==> src/rtl/crc8_frame_arb.sv <==
// crc8_frame_arb: frame-level round-robin arbiter feeding one shared crc8_d8 engine
module crc8_frame_arb #(
    parameter int NUM_REQ = 4,
    parameter int LEN_W   = 12,
    localparam int ID_W   = $clog2(NUM_REQ)
) (
    input  logic                 clk,
    input  logic                 reset_n,
    input  logic [NUM_REQ-1:0]   req_vld,
    input  logic [8*NUM_REQ-1:0] req_data,
    input  logic [NUM_REQ-1:0]   req_last,
    output logic [NUM_REQ-1:0]   req_rdy,
    output logic                 crc_din_vld,
    output logic [7:0]           crc_din,
    output logic                 crc_done,
    input  logic [7:0]           crc_dout,
    output logic                 res_vld,
    output logic [7:0]           res_crc,
    output logic [ID_W-1:0]      res_id,
    output logic [LEN_W-1:0]     res_len,
    output logic                 busy
);
    typedef enum logic [1:0] {INIT, IDLE, XFER, RSLT} state_t;
    state_t           state;
    logic [1:0]       rst_sync;
    logic             rst_int;
    logic [ID_W-1:0]  gnt;
    logic [ID_W-1:0]  rr_ptr;
    logic [ID_W-1:0]  nxt;
    logic [ID_W-1:0]  cand;
    logic             accept;
    logic [LEN_W-1:0] len;

    // Reset asserts asynchronously and releases two edges later, in step with clk
    always_ff @(posedge clk or negedge reset_n) begin
        if (!reset_n) rst_sync <= '0;
        else          rst_sync <= {rst_sync[0], 1'b1};
    end
    assign rst_int = rst_sync[1];

    // Round-robin pick: scanning downward leaves the first set bit after rr_ptr in nxt
    always_comb begin
        nxt  = '0;
        cand = '0;
        for (int i = NUM_REQ; i >= 1; i--) begin
            cand = ID_W'((int'(rr_ptr) + i) % NUM_REQ);
            if (req_vld[cand]) nxt = cand;
        end
    end

    assign accept      = (state == XFER) && req_vld[gnt];
    assign req_rdy     = accept ? (NUM_REQ'(1) << gnt) : '0;
    assign crc_din_vld = accept;
    assign crc_din     = (state == XFER) ? req_data[{gnt, 3'b000} +: 8] : 8'h00;
    assign crc_done    = rst_int && (state == INIT || state == RSLT);
    assign busy        = rst_int && (state != IDLE);

    // Frame sequencer: grant, count bytes, then publish the result and clear the engine
    always_ff @(posedge clk or negedge rst_int) begin
        if (!rst_int) begin
            state   <= INIT;
            rr_ptr  <= ID_W'(NUM_REQ - 1);
            gnt     <= '0;
            len     <= '0;
            res_vld <= 1'b0;
            res_crc <= '0;
            res_id  <= '0;
            res_len <= '0;
        end else begin
            res_vld <= 1'b0;
            case (state)
                INIT: state <= IDLE;
                IDLE: if (|req_vld) begin
                    gnt   <= nxt;
                    state <= XFER;
                end
                XFER: if (accept) begin
                    len <= (len == '1) ? len : len + 1'b1;
                    if (req_last[gnt]) state <= RSLT;
                end
                RSLT: begin
                    res_crc <= crc_dout;
                    res_id  <= gnt;
                    res_len <= len;
                    res_vld <= 1'b1;
                    rr_ptr  <= gnt;
                    len     <= '0;
                    state   <= IDLE;
                end
            endcase
        end
    end
endmodule

==> config.mk <==
export PLATFORM = sky130hd
export DESIGN_NAME = crc8_frame_arb
export DESIGN_NICKNAME = d
export VERILOG_FILES = /design/src/rtl/crc8_frame_arb.sv
export SDC_FILE = /design/constraint.sdc
export NUM_CORES = 1
export LEC_CHECK = 0
export CELL_PAD_IN_SITES_DETAIL_PLACEMENT = 1
export CELL_PAD_IN_SITES_GLOBAL_PLACEMENT = 2
export CORE_ASPECT_RATIO = 0.6
export CORE_MARGIN = 5
export CORE_UTILIZATION = 30
export CTS_CLUSTER_DIAMETER = 120
export CTS_CLUSTER_SIZE = 8
export DETAILED_ROUTE_END_ITERATION = 10
export GPL_ROUTABILITY_DRIVEN = 0
export GPL_TIMING_DRIVEN = 0
export PLACE_DENSITY_LB_ADDON = 0.12
export SYNTH_ARGS = -nofsm -noshare
export SYNTH_HDL_FRONTEND = slang
export SYNTH_SLANG_ARGS = --single-unit
==> constraint.sdc <==
create_clock -name clk -period 4.9 [get_ports clk]
set_input_delay 0.735 -clock clk [delete_from_list [all_inputs] [get_ports clk]]
set_output_delay 0.735 -clock clk [all_outputs]
set_load 0.03 [all_outputs]
-- After elaboration in Yosys (flattened, before gate mapping)
Index checks and enable logic that the tools add are counted.
- input port bits: 50
- bits in registers: 43
- logic and storage cells: 67
- output and inout port bits: 38
- equal/unequal tests: 9
- reductions and logical operators: 11
- shift operators: 2
- order comparisons: 5
- $add $sub $neg: 5
- multiplexer cells: 26
- operator list (operator ; count):
    indexed part select 32 x 6 -> 8 bit ; 1
    two-way mux 12 bit ; 2
    case mux 12 bit (2 select lines) ; 1
    < comparator 2 x 3 -> 1 bit (second input constant) ; 5
    two-way mux 2 bit ; 7
    adder 12 x 1 -> 12 bit (second input constant) ; 1
    binary-select mux 1 bit (select 2 bit) ; 6
    == test 12 bit (second input constant) ; 1
    two-way mux 8 bit ; 1
    two-way mux 1 bit ; 7
    != test 2 bit (second input constant) ; 3
    case mux 2 bit (3 select lines) ; 1
    AND reduction 3 bit ; 2
    adder 2 x 1 -> 2 bit (second input constant) ; 2
    adder 2 bit (second input constant) ; 2
    == test 2 bit (second input constant) ; 2
    two-way mux 4 bit ; 1
    != test 2 x 1 -> 1 bit (second input constant) ; 2
    OR reduction 4 bit ; 1
    left shift 1 x 2 -> 4 bit (first input constant) ; 1
    logical AND 1 bit ; 3
    == test 2 x 1 -> 1 bit (second input constant) ; 1
    zero test 2 bit ; 1
    AND reduction 2 bit ; 1
    3 further kinds ; 3

-- Logic depth before layout (Yosys ltp)
Gate-level depths: netlist (run 1).
- depth in word-level cells: 7
- depth in mapped cells: 8
- gate-level depth less buffers: 7

-- Worst setup path before layout (run 1)
OpenSTA, ideal clock, no wires.
- path kind: reg-to-output
- from: register rst_sync[1]
- to: output port busy
- stages on the path, launching flop included: 2
- arrival: 1765 ps
- path buffers: 0
- setup slack: 2400 ps
- data required time: 4165 ps
- cell sequence: dfrtp_1 -> nor2b_1
- word-level cells in the longest chain between the ends: 1
- ends and longest elaborated chain (item ; line ; text):
    from (decl) ; 25 ; logic [1:0] rst_sync;
    from (signal assigned) ; 37 ; else rst_sync <= {rst_sync[0], 1'b1};
    logical AND 1 bit ; 56 ; assign busy = rst_int && (state != IDLE);
    to (decl) ; 21 ; output logic busy
Every way passes these cells.

-- Worst setup path in the final report (run 1)
- from: input port req_vld[2]
- to: output port crc_din_vld
- word-level cells in the longest chain between the ends: 3
- ends and longest elaborated chain (item ; line ; text):
    from (decl) ; 9 ; input logic [NUM_REQ-1:0] req_vld,
    binary-select mux 1 bit (select 2 bit) ; 51 ; assign accept = (state == XFER) && req_vld[gnt];
    two-way mux 1 bit (implied by the code) ; 51 ;
    logical AND 1 bit ; 51 ;
    to (decl) ; 13 ; output logic crc_din_vld,
Every way passes these cells. The select of a mux whose other input is x is not followed.

==> summary.md, run 1 <==
| Metric | Value |
|---|---|
| Setup_tns | `0 ps` |
| Post-Syn Area | `0.00247 mm^2` |
| Power consumption | `0.00180 W` |
| Post-CTS resize count | `0` |
| Yosys cell types | `between 40 and 50` |
| Layout cells sized above 1 | `16.4%` |
| Critical path arrival | `2860 ps` |
| H-tree levels | `2` |
| First-pass GRT wire length | `12,400 um` |
| Sequential share of the synthesized area | `a little over two fifths` |
| Layout Nets | `about 370` |
| Tcrit/Tclk final | `approximately 73%` |
| Worst R2R Path Depth | `5` |
| Relative slew margins | `57.2%` |
| GRT Residual Overflow | `0` |
| Syn-to-layout area delta | `47.5%` |
| CP delay by family, top | `buffers and inverters` |
| Worst min-delay path category | `flip-flop to async pin` |
| Area of the die | `0.0102 mm^2` |
| Vias in the first global route | `2,309` |
| Crit Path Category | `primary input to output port` |
| Register-to-register setup slack | `2510 ps` |
| CTS clk-pin slew, worst paths | `60 ps` |
| Final Max Tran Viols | `0` |
| Syn Nets | `270` |
| Worst EP required | `4160 ps` |
| Setup slack after layout | `approximately 1300 ps` |
| Slew of the pin with the lowest slew margin | `642 ps` |
| Clock Latency Late Sink | `around 280 ps` |
| Hold Violations, Final | `0` |
| Routed Antenna Nets | `0` |
| Vias | `between 2,000 and 2,500` |
| Starting density of the core | `31.1%` |
| Clk sinks | `between 40 and 50` |
| Placed Cells | `411` |
| Hpwl dp | `6050 um` |
| Status | `finished clean` |
| RR Endpoint | `res_len[10]` |
| CP Launch Type | `primary input` |
| FFs w/ async S/R, synth | `100%` |
| Peak VDD IR | `0.269 mV` |
| Antenna cells | `0` |
| Fmax | `278 MHz` |
| # rows | `25` |
| Core Util, Final | `45.9%` |
| DR vias/cell | `slightly above 5` |
| Final Non-Filler Cells | `419` |
| Leak pwr | `1.56 nW` |
| Initial antenna violation count | `0` |
| CP max stage delay | `around 700 ps` |
| Max Cap Viol | `0` |
| Critical Path End Type | `output port` |
| Finish-stage setup viols | `0` |
| R2R Path Start | `state[0]` |
| Final WL | `between 7000 and 8000 um` |
| CTS buffer count | `5` |
| Most frequent CP cell | `clkdlybuf4s50_1` |
| Largest net degree at the start of global routing | `24` |
| Die H | `80.4 um` |
| CP max FO | `10` |
| Drt wl/cell | `18.2 um` |
| Root Buffer | `clkbuf_16` |
| Synth warn | `0` |
| Hold_buf cts | `0` |
| I/O pin count | `88` |
| Buffers on Ports | `87` |
| DR iter-0 viols | `171` |
| CTS tree | `yes` |
| Power Dens Cells | `494 mW/mm^2` |
| Seq cells post-synth | `43` |
| Synth Instances | `215` |
| Maximum clock path buffer count | `2` |
| Global Route Usage Sum | `15.6%` |
| Remaining DRCs | `0` |
| Chip Width | `127 um` |
| RSZ-0062 raised after global routing | `false` |
| CP max stage cell | `clkdlybuf4s50_1` |
| Top FF cell, synth | `dfrtp_1` |
| Post-Route Skew | `2.02 ps` |
| Setup repair bufs after CTS | `0` |
| Core box area | `0.00795 mm^2` |
| Pre-Repair DR Iteration Count | `4` |
| Crit path time final | `3590 ps` |
| Mapped Avg Cell Area | `~12 um^2` |
| Setup WS pre-CTS | `1320 ps` |
| Post-synth EDFFs | `0` |
| CP Buf/Inv Count | `4` |
| Worst-path cell chain | `clkdlybuf4s50_1 > mux2i_1 > o22a_4 > inv_2 > buf_2 > clkdlybuf4s50_1` |
-- worst max-delay path by stage --
stage,from,endpoint,cells after the start
after global placement,req_vld[2],crc_din_vld,6
final,req_vld[2],crc_din_vld,6
after floorplan,rst_sync[1],busy,1
after global routing,req_vld[2],crc_din_vld,6
after CTS,req_vld[2],crc_din_vld,6
after detailed placement,req_vld[2],crc_din_vld,6
-- flip-flops by register name, indices dropped and copies added, names as in the netlist --
| signal | count |
|---|---|
| len | 12 |
| res_len | 12 |
| res_crc | 8 |
| gnt | 2 |
| res_id | 2 |
| rr_ptr | 2 |
| rst_sync | 2 |
| state | 2 |
| res_vld | 1 |
-- cell usage in the layout (no fill, tap or decap), types with 3 or more instances in the layout --
master and instances:
clkdlybuf4s50_1 87, dfrtp_1 40, mux2_2 22, inv_1 13, nand2_1 13, and2_1 12, nor2_1 8, a211o_1 8
clkbuf_1 6, mux4_2 6, and4_1 6, mux2i_1 5, ha_1 5, clkbuf_16 5, buf_6 4, nand2b_1 4
o21ai_0 4, a21oi_1 4, a311oi_1 4, buf_2 3, mux4_1 3, nor3_1 3, nor2b_1 3, nand4_1 3
a22oi_1 3, o311a_1 3, nand3_1 3
-- cells in the mapped netlist (2+ instances only) --
master     n  area share [%]
inv_1     13             2.0
nand4_1    3            0.76
and3_1     2            0.51
a311oi_1   4             1.4
clkbuf_1   5            0.76
nor3b_1    2            0.61
ha_1       5             2.5
a211o_1    8             2.8
nor2_1     8             1.2
nand3_1    3            0.61
mux4_1     3             3.2
buf_6      4             1.8
o311a_1    3             1.2
and2_1    12             3.0
dfstp_2    2             2.1
nor3_1     3            0.61
mux2_2    22              10
nor4b_1    2            0.71
a21oi_1    4            0.81
and4_1     6             2.1
a22oi_1    3            0.91
nor4_1     2            0.51
o21ai_0    4            0.81
mux4_2     6             5.5
nand2b_1   4             1.0
nand2_1   13             2.0
dfrtp_1   41              41
buf_2      3            0.61
nor2b_1    3            0.76
mux2i_1    5             2.0
o211ai_1   2            0.61
-- per-layer routing --
layer,up-vias,GRT usage (%),part of all wire (%)
met1,1103,21.9,50
li1,994,-,-
met4,0,2.89,0.89
met5,-,0,0
met2,36,23.2,44
met3,6,5.58,5.9
-- worst register-to-register path, stage by stage (launching register included) --
cell and delay (ps):
dfrtp_1 420, ha_1 190, clkbuf_1 350, clkbuf_1 510, buf_1 420, mux2_2 390
-- per-stage QoR --
step	hold WS, ps	cell area, um^2
finish	233	3650
global placement	336	3480
global route	284	3650
detailed placement	248	3500
floorplan	331	2470
CTS	256	3650
-- final cells by class --
| cell class | count | area [um^2] |
|---|---|---|
| buffer | 13 | 82.6 |
| clock buffer | 7 | 143 |
| clock inverter | 1 | 5.00 |
| fill | 890 | 4300 |
| inverter | 14 | 52.6 |
| multi-input combinational | 145 | 1260 |
| sequential | 43 | 1080 |
| tap | 108 | 135 |
| timing repair buffer | 88 | 891 |
-- cells by family after synthesis --
group                      Yosys count  share of synthesized area, %
and+or+nand+nor                     65                          15.2
muxes                               36                          20.7
AOI/OAI and AO/OA                   38                          12.4
DFF                                 43                          43.6
other                                1                         0.152
buffers and inverters               27                          5.46
adders and majority gates            5                          2.53
-- report_power, final --
group          internal [W]  switching [W]
sequential         0.000445      0.0000609
combinational      0.000429       0.000529
clock              0.000202       0.000135
Power figures use the tool's default switching activity.
==> run 2, diff against run 1 <==
--- a/config.mk
+++ b/config.mk
@@ -9,7 +9,7 @@
 export CELL_PAD_IN_SITES_GLOBAL_PLACEMENT = 2
 export CORE_ASPECT_RATIO = 0.6
 export CORE_MARGIN = 5
-export CORE_UTILIZATION = 30
+export CORE_UTILIZATION = 28
 export CTS_CLUSTER_DIAMETER = 120
 export CTS_CLUSTER_SIZE = 8
 export DETAILED_ROUTE_END_ITERATION = 10
==> constraint.sdc (replaced) <==
create_clock -name clk -period 3.5 [get_ports clk]
set_input_delay 0.525 -clock clk [delete_from_list [all_inputs] [get_ports clk]]
set_output_delay 0.525 -clock clk [all_outputs]
set_load 0.03 [all_outputs]
==> summary.md, run 2 (same netlist as run 1, synthesis figures left out) <==
| Metric | Value |
|---|---|
| Crit Path Category | `primary input to output port` |
| Layout cells sized above 1 | `16.4% (unchanged)` |
| RR Endpoint | `res_len[10]` |
| Most common cell after layout, fill and taps aside | `clkdlybuf4s50_1` |
| Worst min-delay path category | `flip-flop to async pin` |
| Non-Filler Cell Area, Final | `0.00367 mm^2 (+0.65%)` |
| GRT Residual Overflow | `0 (unchanged)` |
| Syn-to-layout area delta | `48.4%` |
| Post-CTS resize count | `0 (unchanged)` |
| Global Route Usage Sum | `14.1% (-1.5 points)` |
| Met1 Use GR | `21.2% (-0.75 points)` |
| Area of the die | `0.0109 mm^2 (+6.4%)` |
| Slew of the pin with the lowest slew margin | `629 ps (-13.2 ps)` |
| Setup WS pre-CTS | `345 ps (-972 ps)` |
| R2R Path Start | `state[0]` |
| Antenna cells | `0 (unchanged)` |
| RSZ-0062 raised after global routing | `false` |
| Die H | `82.8 um (+3.1%)` |
| First-pass GRT wire length | `12,500 um (+0.56%)` |
| Setup_tns | `0 ps (unchanged)` |
| Starting density of the core | `28.9% (-2.2 points)` |
| CP Launch Type | `primary input` |
| CTS clk-pin slew, worst paths | `60 ps (about the same)` |
| Vias in the first global route | `2,269 (-1.7%)` |
| Leak pwr | `1.56 nW (+0.20%)` |
| Maximum clock path buffer count | `2 (unchanged)` |
| Peak VDD IR | `0.289 mV (+7.6%)` |
| Grt met3 use | `4.77% (-0.81 points)` |
| Clock Latency Late Sink | `290 ps (about the same)` |
| Hold Violations, Final | `0 (unchanged)` |
| Final Max Tran Viols | `0 (unchanged)` |
| DR iter-0 viols | `94 (-45%)` |
| Fmax | `317 MHz` |
| Max Cap Viol | `0 (unchanged)` |
| Vias | `2,092 (-2.2%)` |
| Worst EP required | `2970 ps (-1190 ps)` |
| Finish-stage setup viols | `0 (unchanged)` |
| Hold_buf cts | `0 (unchanged)` |
| Pre-Repair DR Iteration Count | `4 (unchanged)` |
| Remaining DRCs | `0 (unchanged)` |
| Critical path arrival | `2630 ps (-230 ps)` |
| CTS tree | `yes` |
| I/O pin count | `88 (unchanged)` |
| DR vias/cell | `4.95 (-3.1%)` |
| CP max FO | `10 (unchanged)` |
| # rows | `26 (+4.0%)` |
| Most frequent cells in the layout | `clkdlybuf4s50_1, dfrtp_1, mux2_2` |
| CTS buffer count | `5 (unchanged)` |
| GR peak layer | `met1` |
| M2 GR Usage | `19.7% (-3.4 points)` |
| Worst R2R Path Depth | `5 (unchanged)` |
| Setup slack after layout | `348 ps (-961 ps)` |
| Largest net degree at the start of global routing | `36 (+50%)` |
| Status | `finished clean` |
| Final WL | `7360 um (-3.7%)` |
| Layout Nets | `365 (unchanged)` |
| Buffers on Ports | `87 (unchanged)` |
| Placed cell area | `0.00351 mm^2 (+0.14%)` |
| Critical Path End Type | `output port` |
| H-tree levels | `2 (unchanged)` |
| Hpwl dp | `5760 um (-4.9%)` |
| CP endpoint | `crc_din_vld` |
| Routed Antenna Nets | `0 (unchanged)` |
| Register-to-register setup slack | `1140 ps (-1370 ps)` |
| Initial antenna violation count | `0 (unchanged)` |
| Post-Route Skew | `5.58 ps (+3.55 ps)` |
| Tcrit/Tclk final | `90.0%` |
| Relative slew margins | `58.1% (+0.88 points)` |
| Power Dens Cells | `701 mW/mm^2 (+42%)` |
| Drt wl/cell | `17.4 um (-4.6%)` |
| Crit path from | `req_vld[2]` |
| Biggest regs | `len: 12 flops, res_len: 12 flops, res_crc: 8 flops` |
| Clk sinks | `43 (unchanged)` |
| Crit path time final | `~3200 ps` |
| Chip Width | `131 um (+3.2%)` |
| Core box area | `0.00856 mm^2 (+7.7%)` |
| Setup repair bufs after CTS | `0 (unchanged)` |
| Root Buffer | `clkbuf_16` |
==> run 2: metal layers <==
metal / wire (um) / share of wire (%)
met1: 3800 / 52
met2: 3110 / 42
met3: 401 / 5.5
met4: 44 / 0.60
met5: 0 / 0
==> run 2: worst min path at each step <==
| stage | to | start | depth (start not counted) |
|---|---|---|---|
| after floorplan | rst_sync[0] | reset_n | 0 |
| after global routing | res_crc[1] | rst_sync[1] | 0 |
| after detailed placement | res_crc[1] | rst_sync[1] | 0 |
| after global placement | rst_sync[1] | rst_sync[0] | 0 |
| after CTS | res_crc[1] | rst_sync[1] | 0 |
| final | res_crc[1] | rst_sync[1] | 0 |
==> run 2: area by class of cell <==
cell class	count	area (um^2)
multi-input combinational	145	1260
sequential	43	1080
inverter	14	52.6
tap	112	140
timing repair buffer	88	891
fill	929	4880
clock inverter	2	37.5
clock buffer	6	129
buffer	13	82.6
==> run 2: where the power goes <==
part	internal, W	leakage, nW	switching (W)
Combinational	0.000599	0.928	0.000739
Clock	0.000337	0.0771	0.000198
Sequential	0.000623	0.553	0.0000797
Total	0.00156	1.56	0.00102
==> run 2: metrics by stage <==
stage | hold WS (ps) | power, W | utilization (%) | instances
6_report | 128 | 0.00258 | 42.9 | 423
3_5_place_dp | 128 | 0.00206 | 41.0 | 415
3_3_place_gp | 333 | 0.00204 | 40.7 | 414
2_1_floorplan | 229 | 0.00156 | - | 215
5_1_grt | 150 | 0.00276 | 42.9 | 423
4_1_cts | 133 | 0.00262 | 42.9 | 423
==> run 2: worst max-delay path, stage by stage <==
cell             delay, ps
clkdlybuf4s50_1        600
mux2i_1                180
o22a_4                 300
inv_2                   90
buf_2                  220
clkdlybuf4s50_1        710
